==> src/rtl/event_logger.sv <==
// Timestamped event log: captures a stable copy of the time-of-day bus and
// stores {stamp, code} per event in a circular buffer that overwrites the oldest entry.
module event_logger #(
  parameter int DEPTH  = 16,
  parameter int CODE_W = 3
) (
  input  logic                        clk,
  input  logic                        reset,
  input  logic [16:0]                 horario,
  input  logic                        evt_valid,
  input  logic [CODE_W-1:0]           evt_code,
  input  logic                        rd_en,
  output logic [17+CODE_W-1:0]        rd_data,
  output logic                        rd_valid,
  output logic [$clog2(DEPTH):0]      count,
  output logic                        empty,
  output logic                        full,
  output logic                        overflow
);

  localparam int AW = $clog2(DEPTH);
  localparam int EW = 17 + CODE_W;
  localparam logic [AW:0] FULL_CNT = (AW + 1)'(DEPTH);

  logic [16:0]   sample_q, stamp_q;
  logic [AW-1:0] wr_ptr_q, wr_ptr_d;
  logic [AW-1:0] rd_ptr_q, rd_ptr_d;
  logic [AW:0]   count_q, count_d;
  logic          overflow_q, overflow_d;
  logic          rd_valid_q, rd_valid_d;
  logic [EW-1:0] rd_data_q, rd_data_d;
  logic [EW-1:0] mem [DEPTH];

  logic wr, pop, is_full;

  always_comb begin
    wr      = evt_valid;
    pop     = rd_en && (count_q != '0);
    is_full = (count_q == FULL_CNT);

    wr_ptr_d   = wr_ptr_q;
    rd_ptr_d   = rd_ptr_q;
    count_d    = count_q;
    overflow_d = overflow_q;
    rd_valid_d = pop;
    rd_data_d  = rd_data_q;

    if (pop) begin
      rd_data_d = mem[rd_ptr_q];
      rd_ptr_d  = rd_ptr_q + 1'b1;
    end

    if (wr) begin
      wr_ptr_d = wr_ptr_q + 1'b1;
      // Full with no pop: the oldest entry is dropped by advancing the read side too.
      if (is_full && !pop) begin
        rd_ptr_d   = rd_ptr_q + 1'b1;
        overflow_d = 1'b1;
      end
    end

    unique case ({wr, pop})
      2'b10:   if (!is_full) count_d = count_q + 1'b1;
      2'b01:   count_d = count_q - 1'b1;
      default: count_d = count_q;
    endcase
  end

  // NOTE: sequential state uses non-blocking assignments so every register
  // samples the pre-edge values of the others.
  always_ff @(posedge clk) begin
    if (reset) begin
      sample_q   <= '0;
      stamp_q    <= '0;
      wr_ptr_q   <= '0;
      rd_ptr_q   <= '0;
      count_q    <= '0;
      overflow_q <= 1'b0;
      rd_valid_q <= 1'b0;
      rd_data_q  <= '0;
    end else begin
      // horario is asynchronous; only a value seen identically on two edges is trusted.
      sample_q <= horario;
      if (sample_q == horario) stamp_q <= sample_q;
      wr_ptr_q   <= wr_ptr_d;
      rd_ptr_q   <= rd_ptr_d;
      count_q    <= count_d;
      overflow_q <= overflow_d;
      rd_valid_q <= rd_valid_d;
      rd_data_q  <= rd_data_d;
    end
  end

  // NOTE: the storage array is deliberately not reset; the pointers and count
  // define which entries are meaningful, so the array can map onto plain RAM.
  always_ff @(posedge clk) begin
    if (!reset && wr) mem[wr_ptr_q] <= {stamp_q, evt_code};
  end

  assign rd_data  = rd_data_q;
  assign rd_valid = rd_valid_q;
  assign count    = count_q;
  assign empty    = (count_q == '0);
  assign full     = (count_q == FULL_CNT);
  assign overflow = overflow_q;

endmodule

==> config.mk <==
export PLATFORM = sky130hd
export DESIGN_NAME = event_logger
export DESIGN_NICKNAME = d
export VERILOG_FILES = /design/src/rtl/event_logger.sv
export SDC_FILE = /design/constraint.sdc
export NUM_CORES = 1
export LEC_CHECK = 0
export CAP_MARGIN = 20
export CORE_MARGIN = 8
export CORE_UTILIZATION = 40
export CTS_BUF_LIST = sky130_fd_sc_hd__clkbuf_16
export CTS_CLUSTER_DIAMETER = 30
export DETAILED_ROUTE_END_ITERATION = 10
export GPL_ROUTABILITY_DRIVEN = 0
export PLACE_DENSITY = 0.66
export SLEW_MARGIN = 15
export SYNTH_ARGS = -nofsm -noshare
export SYNTH_HDL_FRONTEND = slang
export SYNTH_SLANG_ARGS = --single-unit
==> constraint.sdc <==
create_clock -name clk -period 7 [get_ports clk]
set_clock_uncertainty 0.05 [all_clocks]
set_input_delay 1.4 -clock clk [delete_from_list [all_inputs] [get_ports clk]]
set_output_delay 1.4 -clock clk [all_outputs]
set_load 0.02 [all_outputs]
==> results.md <==
* Hold Path Class: reg2reg
* CTS tree: yes
* Critical path type: reg2out
* Number of clock sinks at 389
* Hold path depth at 1
* Synth unique cells at 40
* Post-Syn Instances at 782
* Largest net degree at the start of global routing at 70
* Relative slew slack at between 20 and 30%
* Initial Util at 40.6%
* Critical path arrival at 2.42 ns
* Top FF cell, synth: edfxtp_1
* DR WL/cell at 23.7 microns
* DP HPWL at 19800 microns
* Status: finished clean
* Layout cells sized above 1 at 24.8%
* Number of DRC markers in iteration 0 at ~670
* Sum Neg Setup Slack at 0 ns
* CTS Root Cell: clkbuf_16
* Peak VDD IR at 225 uV
* Post-synth top area cell: edfxtp_1
* Worst Tran Pin Value at 1.07 ns
* Setup ws final at ~3.1 ns
* Met2 Resource Use GR at 23.7%
* Vias in the first global route at between 8000 and 9000
* DP Worst Slack at 2.55 ns
* CTS Hold Buffers Added at 0
* TritonRoute pass-1 iters at 5
* Die ar. at 43600 sq um
* Antenna Violating Nets Remaining at 0
* Worst r2r src: rd_ptr_q[0]
* Die H at 209 microns
* EDFF count, synth at 320
* Mapped Nets at between 800 and 900
* Met1 Track Usage GR at 20.7%
* Max Cap Viol at 0
* DRT Wirelength at between 30000 and 40000 microns
* Static leakage at 0.00560 uW
* Synth top area share at 64.6%
* Setup Buffers After CTS at 0
* Most common cell in the synthesized netlist: edfxtp_1
* CTS buffer count at around 80
* Final period utilization at 55.3%
* Antenna violations before repair at 0
* Mapped Area at 14900 sq um
* Crit end category: output port
* CP max FO at 7
* Clock Latency Late Sink at between 0.5 and 0.6 ns
* Clk pin slew, worst setup/hold paths at 0.05 ns
* Hold_sp: rd_data[18]
* Global Route Usage Sum at 15.3%
* Hold endpoint: rd_data[18]
* Final nets at 911
* Max frequency at 258 MHz
* # IOs at 53
* Yosys warnings at 0
* Fin. Hold Viols at 0
* Avg Vias per Cell at 5.39
* Die width at 209 microns
* WP data required at 5.55 ns
* Critical R2R Capture: rd_data[11]
* Register area share after synthesis at 73.9%
* Post-synth top cells: edfxtp_1, mux4_2, dfxtp_1, a22oi_1, nand2b_1
* Top cells by area, synth: edfxtp_1, mux4_2, dfxtp_1
* Resize count post-CTS at 0
* Pwr Density at around 400 nW/um^2
* P&R area growth vs syn at 25.4%
* # diodes at 0
* Grt met3 use at 3.62%
* GRT overflow at 0
* Residual DRC at 0
* Setup violators final at 0
* Fill count at 2881
* Seq cells post-synth at 389
* CTS max path bufs at 3
* Register-to-Register Path Depth at 5
* RSZ-0062 raised after global routing: no
* Tmin final at 3.87 ns
* H-tree levels at 3
* Vias post-DR at 7615
* Final Max Tran Viols at 0
* Synthesized area per cell at 19.0 sq um
* Rows at 70
* IO buf count at 52
* Worst R2R Setup Slack at between 3 and 4 ns
* Most used routing layer: met2
* Ys async rst share at 0%
* Wire length of the first global-routing pass at just over 50000 microns
* Core area at about 37000 sq um
* Crit start category: flop
metal layers:
metal | up-vias | wire, microns
li1 | 3350 | -
met1 | 3897 | 14600
met2 | 311 | 15500
met3 | 57 | 2510
met4 | 0 | 953
met5 | - | 0
through the flow:
stage / hold slack [ns] / total power (uW) / instance area (sq um) / std cells / util [%]
2_1_floorplan: 0.414 / 3290 / 14900 / 782 / -
3_3_place_gp: 0.416 / 3590 / 15800 / 1267 / 43.3
3_5_place_dp: 0.418 / 3610 / 15800 / 1267 / 43.3
4_1_cts: 0.429 / 7440 / 18600 / 1413 / 50.9
5_1_grt: 0.440 / 7630 / 18600 / 1414 / 50.9
6_report: 0.429 / 7370 / 18600 / 1414 / 50.9
cells by family (layout without fill, tap and decap cells):
family / after synthesis / in the layout / share of synthesized area (%)
flip-flops: 389 / 389 / 73.9
AND/OR/NAND/NOR: 137 / 137 / 5.08
multiplexers: 100 / 100 / 13.5
AO/OA/AOI/OAI: 77 / 77 / 3.96
buffers and inverters: 45 / 209 / 1.40
XOR/XNOR: 27 / 27 / 1.59
adder cells (fa/ha/maj): 7 / 7 / 0.589
state kept, by name (all words and copies together) (netlist names):
register,count
rd_valid,1
rd_data,20
count,5
mem,320
sample_q,17
wr_ptr_q,4
stamp_q,17
rd_ptr_q,4
overflow,1
worst max-delay path by stage:
stage / cells past startpoint / start / endpoint / slack, ns
final: 3 / count[0] / empty / 3.13
after global routing: 4 / evt_valid / mem[0][2] / 2.94
after CTS: 3 / count[0] / empty / 3.08
after detailed placement: 4 / evt_valid / mem[0][2] / 2.55
after global placement: 4 / evt_valid / mem[0][6] / 2.63
after floorplan: 4 / evt_valid / mem[3][0] / 3.83
final cells by class:
class,count,area (sq um),share of cell area (%)
multi-input combinational,348,3690,19.8
clock inverter,68,833,4.47
clock buffer,78,1950,10.5
inverter,5,18.8,0.101
sequential,389,11000,59.0
tap,468,586,3.14
timing repair buffer,58,568,3.05
placed cells by master (no fill, tap or decap), types with 11 or more instances in the layout:
cell type,netlist,final
a22oi_1,40,40
nor2b_1,20,18
nand2b_1,35,35
bufinv_16,0,11
nand2_1,24,24
dfxtp_1,69,67
clkinvlp_4,0,12
xor2_1,16,16
mux4_2,80,80
clkdlybuf4s50_1,0,51
clkbuf_16,0,78
nor2_1,22,20
xnor2_1,11,11
a22o_1,20,20
and2_1,17,17
edfxtp_1,320,320
mux2i_1,20,20
power breakdown:
| group | internal (uW) | switching, uW |
|---|---|---|
| sequential | 2550 | 120 |
| combinational | 426 | 451 |
| clock | 2500 | 1320 |
| total | 5480 | 1890 |
critical path, stage by stage, from the launching register on:
cell and delay [ns]:
dfxtp_1 0.37, or4_4 0.60, nor2_4 0.21, clkdlybuf4s50_1 0.66
Note: power is estimated with default switching activity, not from simulation.
